File: config.mk
export PLATFORM = sky130hd
export DESIGN_NAME = time_set_controller
export DESIGN_NICKNAME = d
export VERILOG_FILES = /design/src/rtl/time_set_controller.sv
export SDC_FILE = /design/constraint.sdc
export NUM_CORES = 1
export LEC_CHECK = 0
export ABC_AREA = 1
export CAP_MARGIN = 0
export CORE_ASPECT_RATIO = 0.7
export CORE_MARGIN = 2
export CORE_UTILIZATION = 50
export CTS_CLUSTER_SIZE = 28
export DETAILED_ROUTE_END_ITERATION = 10
export GPL_ROUTABILITY_DRIVEN = 0
export PLACE_DENSITY = 0.72
export SLEW_MARGIN = 5
export SYNTH_ARGS = -nofsm -noshare
export SYNTH_HDL_FRONTEND = slang
export SYNTH_SLANG_ARGS = --single-unit
File: constraint.sdc
create_clock -name clk -period 1.3 [get_ports clk]
set_input_delay 0.195 -clock clk [delete_from_list [all_inputs] [get_ports clk]]
set_output_delay 0.195 -clock clk [all_outputs]
set_load 0.02 [all_outputs]
File: src/rtl/time_set_controller.sv
// Time-set sequencer for the binary LED clock: button sync/debounce, RUN/SET FSM,
// increment pulses, 1 Hz tick gating and inactivity timeout. Define AUTO_REPEAT_EN for held-inc repeat.
`timescale 1ns/1ps
module time_set_controller #(
  parameter int DEBOUNCE_TICKS = 64,
  parameter int TIMEOUT_SECS   = 10,
  parameter int REPEAT_DELAY   = 512,
  parameter int REPEAT_PERIOD  = 128
) (
  input  logic       clk,
  input  logic       reset,
  input  logic       mode_btn,
  input  logic       inc_btn,
  input  logic       tick_1hz,
  output logic [1:0] mode,
  output logic       run_tick,
  output logic       inc_hour,
  output logic       inc_min,
  output logic       inc_sec
);

  typedef enum logic [1:0] {
    RUN     = 2'b00,
    SET_HRS = 2'b01,
    SET_MIN = 2'b10,
    SET_SEC = 2'b11
  } mode_e;

  localparam int DB_W = $clog2(DEBOUNCE_TICKS + 1);
  localparam int TO_W = $clog2(TIMEOUT_SECS + 1);

  if (REPEAT_PERIOD < 1 || REPEAT_PERIOD > REPEAT_DELAY) begin : g_bad_repeat
    $error("REPEAT_PERIOD must lie in 1..REPEAT_DELAY");
  end

  // Index 0 is the mode button, index 1 the increment button.
  logic [1:0]      raw_btn;
  logic [1:0]      sync1_q, sync2_q, deb_q, deb_prev_q, press_q;
  logic [DB_W-1:0] db_cnt_q [2];

  assign raw_btn = {inc_btn, mode_btn};

  // NOTE: sequential state uses <= so every register samples pre-edge values, whatever the statement order.
  always_ff @(posedge clk or posedge reset) begin
    if (reset) begin
      sync1_q    <= '0;
      sync2_q    <= '0;
      deb_q      <= '0;
      deb_prev_q <= '0;
      press_q    <= '0;
      for (int b = 0; b < 2; b++) db_cnt_q[b] <= '0;
    end else begin
      sync1_q    <= raw_btn;
      sync2_q    <= sync1_q;
      deb_prev_q <= deb_q;
      press_q    <= deb_q & ~deb_prev_q;
      for (int b = 0; b < 2; b++) begin
        if (sync2_q[b] != deb_q[b]) begin
          if (db_cnt_q[b] == DB_W'(DEBOUNCE_TICKS - 1)) begin
            deb_q[b]    <= sync2_q[b];
            db_cnt_q[b] <= '0;
          end else begin
            db_cnt_q[b] <= db_cnt_q[b] + 1'b1;
          end
        end else begin
          db_cnt_q[b] <= '0;
        end
      end
    end
  end

  mode_e           mode_q;
  logic [2:0]      inc_q;      // {sec, min, hour}
  logic [TO_W-1:0] to_cnt_q;
  logic [2:0]      sel_pulse;
  logic            in_set, timeout, mode_press, inc_press;

  assign mode_press = press_q[0];
  assign inc_press  = press_q[1];
  assign in_set     = (mode_q != RUN);
  assign timeout    = in_set && tick_1hz && (to_cnt_q == TO_W'(TIMEOUT_SECS - 1));

  // NOTE: give every always_comb output a default first so no path can infer a latch.
  always_comb begin
    sel_pulse = '0;
    case (mode_q)
      SET_HRS: sel_pulse = 3'b001;
      SET_MIN: sel_pulse = 3'b010;
      SET_SEC: sel_pulse = 3'b100;
      default: ;
    endcase
  end

`ifdef AUTO_REPEAT_EN
  localparam int RP_W = $clog2(REPEAT_DELAY + 1);
  logic            rep_act_q;
  logic [RP_W-1:0] rep_cnt_q;
`endif

  // Priority: timeout, then mode press, then inc press (then auto-repeat).
  always_ff @(posedge clk or posedge reset) begin
    if (reset) begin
      mode_q   <= RUN;
      inc_q    <= '0;
      to_cnt_q <= '0;
`ifdef AUTO_REPEAT_EN
      rep_act_q <= 1'b0;
      rep_cnt_q <= '0;
`endif
    end else begin
      inc_q <= '0;
      if (timeout) begin
        mode_q   <= RUN;
        to_cnt_q <= '0;
`ifdef AUTO_REPEAT_EN
        rep_act_q <= 1'b0;
        rep_cnt_q <= '0;
`endif
      end else if (mode_press) begin
        mode_q   <= mode_e'(mode_q + 2'd1);
        to_cnt_q <= '0;
`ifdef AUTO_REPEAT_EN
        rep_act_q <= 1'b0;
        rep_cnt_q <= '0;
`endif
      end else if (inc_press && in_set) begin
        inc_q    <= sel_pulse;
        to_cnt_q <= '0;
`ifdef AUTO_REPEAT_EN
        rep_act_q <= 1'b1;
        rep_cnt_q <= '0;
      end else if (rep_act_q && deb_q[1]) begin
        // Reload keeps subsequent pulses REPEAT_PERIOD apart without a second counter.
        if (rep_cnt_q == RP_W'(REPEAT_DELAY - 1)) begin
          inc_q     <= sel_pulse;
          to_cnt_q  <= '0;
          rep_cnt_q <= RP_W'(REPEAT_DELAY - REPEAT_PERIOD);
        end else begin
          rep_cnt_q <= rep_cnt_q + 1'b1;
          if (tick_1hz) to_cnt_q <= to_cnt_q + 1'b1;
        end
`endif
      end else begin
`ifdef AUTO_REPEAT_EN
        rep_act_q <= 1'b0;
        rep_cnt_q <= '0;
`endif
        if (in_set && tick_1hz) to_cnt_q <= to_cnt_q + 1'b1;
      end
    end
  end

  assign mode     = mode_q;
  assign run_tick = tick_1hz & (mode_q == RUN);
  assign inc_hour = inc_q[0];
  assign inc_min  = inc_q[1];
  assign inc_sec  = inc_q[2];

endmodule

==> results.sh <==
export IMPL_status="complete, but fails checks"
export IMPL_violations="negative setup slack"
export IMPL_synth_edf_count=0
export IMPL_grt_overflow=0
export IMPL_path_buf_inv=3
export IMPL_netlist_area_mm2=0.001587
export IMPL_layout_setup_ws_ps=-9.755
export IMPL_fin_util=0.6272
export IMPL_grt_pass1_wl_mm=4.450
export IMPL_die_x_um=71.33
export IMPL_cts_tree="yes"
export IMPL_cts_max_level=2
export IMPL_diodes=0
export IMPL_slew_headroom=0.8075
export IMPL_endpoint_kind="output port"
export IMPL_max_clock_freq_ghz=0.7635
export IMPL_crit_slowest_cell="dfrtp_2"
export IMPL_grt_pass1_vias=1043
export IMPL_nNetsFinal=200
export IMPL_synth_seq_cells=33
export IMPL_worstPathRequired_ps=1110
export IMPL_synth_top_cells_by_area="dfrtp_1 (52%), nor2_1 (6.4%), ha_1 (6.3%)"
export IMPL_cp_arrival_ps=1110
export IMPL_dr_pass1_iters=4
export IMPL_slew_viol_final=0
export IMPL_synth_ff_type="dfrtp_1"
export IMPL_drive_above_1_share=0.2660
export IMPL_slowest_delay_ps=420
export IMPL_pin_count=11
export IMPL_area_growth_pct=21.92
export IMPL_clock_latency_ps=280
export IMPL_synth_yosys_seq_area_share=0.5205
export IMPL_grt_max_degree=34
export IMPL_path_common_cell="inv_2"
export IMPL_path_cells="inv_2, ha_4, nand2_2, inv_2, buf_6"
export IMPL_cts_hold_buf=0
export IMPL_drtIter0Drc=37
export IMPL_setup_viol=1
export IMPL_pre_cts_ws_ps=-251.9
export IMPL_start_util=0.5144
export IMPL_synthTopCellsByCount="dfrtp_1 (33), nor2_1 (27), nand2_1 (26)"
export IMPL_worstSetupStartpointType="flip-flop"
export IMPL_final_cells=226
export IMPL_coreArea_mm2=0.003084
export IMPL_netlist_instances=160
export IMPL_die_h_um=51.13
export IMPL_synth_top_area_cell="dfrtp_1"
export IMPL_placedCellCount=216
export IMPL_cts_made_buffers=5
export IMPL_root_buffer="clkbuf_8"
export IMPL_synth_top_cell_area_share=0.5205
export IMPL_criticalPathCategory="reg -> out"
export IMPL_min_period_over_period=1.008
export IMPL_yosysMostFrequentCell="dfrtp_1"
export IMPL_hp_class="in -> async"
export IMPL_synth_fp_nets=173
export IMPL_drt_wl_total_mm=2.648
export IMPL_routedWlPerCell_um=11.72
export IMPL_irDropWorstVdd_mv=0.6947
export IMPL_syn_area_per_cell_um2=9.916
export IMPL_synthArstFlopShare=1.000
export IMPL_via_count=1094
export IMPL_gr_usage_all_layers=0.1639
export IMPL_worstMarginPinSlew_ps=287.3
export IMPL_drc_errors=0
export IMPL_p_leak_nw=0.9868
export IMPL_cp_max_fo=2
export IMPL_clock_sinks=33
export IMPL_fin_crit_ps=1310
export IMPL_antenna_left=0
export IMPL_dp_hpwl_mm=1.929
export IMPL_cts_buffer_depth=2
export IMPL_clk_pin_slew_worst_paths_ps=70
export IMPL_finalHoldViolations=0
export IMPL_total_power_mw=1.995
export IMPL_via_per_inst=4.841
export IMPL_io_buffers=10
export IMPL_num_rows=17
export IMPL_antenna_found_initial=0
export IMPL_ys_warn_count=0
export IMPL_cp_top_family="flip-flops"
export IMPL_finClkSkew_ps=4.647
export IMPL_synth_distinct_cells=24
export IMPL_cellPowerDensity_mw_per_mm2=1031
export IMPL_reg2reg_setup_slack_ps=70
export IMPL_rsz0062_at_grt="yes"
export IMPL_maxCapViolations=0
export IMPL_dieArea_mm2=0.003647
==> layout make-up <==
| type | instances | area (um2) |
|---|---|---|
| clock buffer | 7 | 96.34 |
| sequential | 33 | 828.3 |
| tap | 38 | 47.55 |
| fill | 253 | 1150 |
| timing repair buffer | 20 | 181.4 |
| clock inverter | 1 | 5.005 |
| inverter | 22 | 87.58 |
| multi-input combinational | 105 | 688.2 |
==> repair_timing <==
item	4_1_cts	5_1_grt
endpoints found under the setup margin	6	8
buffers inserted	0	2
resized for setup	15	4
pin swaps	0	1
hold endpoints to repair	0	0
==> layer usage <==
layer	wire length, um	track usage	share of wire	vias up
met2	1292	0.2623	0.49	21
li1	-	-	-	556
met3	110	0.06509	0.042	2
met5	0	0	0	-
met1	1220	0.1957	0.46	515
met4	25	0.07547	0.0094	0
==> worst min-delay path, delay by kind of cell <==
| family | cells | cell delay [ps] |
|---|---|---|
| buffers and inverters | 3 | 700 |
==> sequential cells by signal, indices dropped and copies added, names as in the netlist <==
register    cells
inc_q           3
deb_prev_q      2
deb_q           2
to_cnt_q        4
sync1_q         2
mode            2
sync2_q         2
press_q         2
db_cnt_q       14
==> kinds of logic after synthesis <==
family	count (synthesis)	synth area share
flops	33	0.5205
compound gates	9	0.04496
buf+inv	22	0.05520
fa+ha+maj	8	0.06309
xor+xnor	7	0.04811
simple gates	81	0.2681
==> through the flow <==
step / area, um2 / hold WS [ps] / TNS (ps)
final: 1934 / 262.4 / -9.755
after detailed placement: 1822 / 337.1 / -421.2
after global placement: 1822 / 332.2 / -283.5
after global routing: 1934 / 279.7 / -61.32
after floorplan: 1602 / 226.4 / 0
after CTS: 1923 / 263.6 / -33.41
==> report_power, final <==
part / internal, mW / leakage [nW] / switching [mW] / total (mW)
combinational: 0.0480 / 0.489 / 0.0530 / 0.101
sequential: 1.05 / 0.443 / 0.0147 / 1.06
clock: 0.478 / 0.0542 / 0.353 / 0.831
total: 1.57 / 0.987 / 0.421 / 1.99
==> final timing paths <==
kind | startpoint | end | depth (start not counted)
worst min register to register | sync1_q[1]$_DFF_PP0_ | sync2_q[1]$_DFF_PP0_ | 0
worst max-delay path | mode[0]$_DFFE_PP0P_ | run_tick | 5
worst max register to register | mode[0]$_DFFE_PP0P_ | to_cnt_q[3]$_DFFE_PP0P_ | 10
min in group clk | sync1_q[1]$_DFF_PP0_ | sync2_q[1]$_DFF_PP0_ | 0
max in group asynchronous | reset | mode[0]$_DFFE_PP0P_ | 3
worst min-delay path | reset | db_cnt_q[8]$_DFF_PP0_ | 3
==> cells in the final DEF, fill, tap and decap left out, types with 3 or more instances in the layout <==
cell / Yosys / final
nand4_1: 3 / 3
nand3_1: 11 / 11
ha_1: 8 / 7
inv_2: 1 / 4
nand2_1: 26 / 25
inv_1: 19 / 16
nand2_4: 3 / 3
nor2_1: 27 / 27
dlygate4sd2_1: 0 / 3
dfrtp_1: 33 / 31
nor2_4: 3 / 3
clkdlybuf4s50_1: 0 / 4
clkbuf_8: 0 / 7
xor2_1: 3 / 3
buf_4: 0 / 9
nand2_2: 2 / 3
Note: power is estimated with default switching activity, not from simulation.
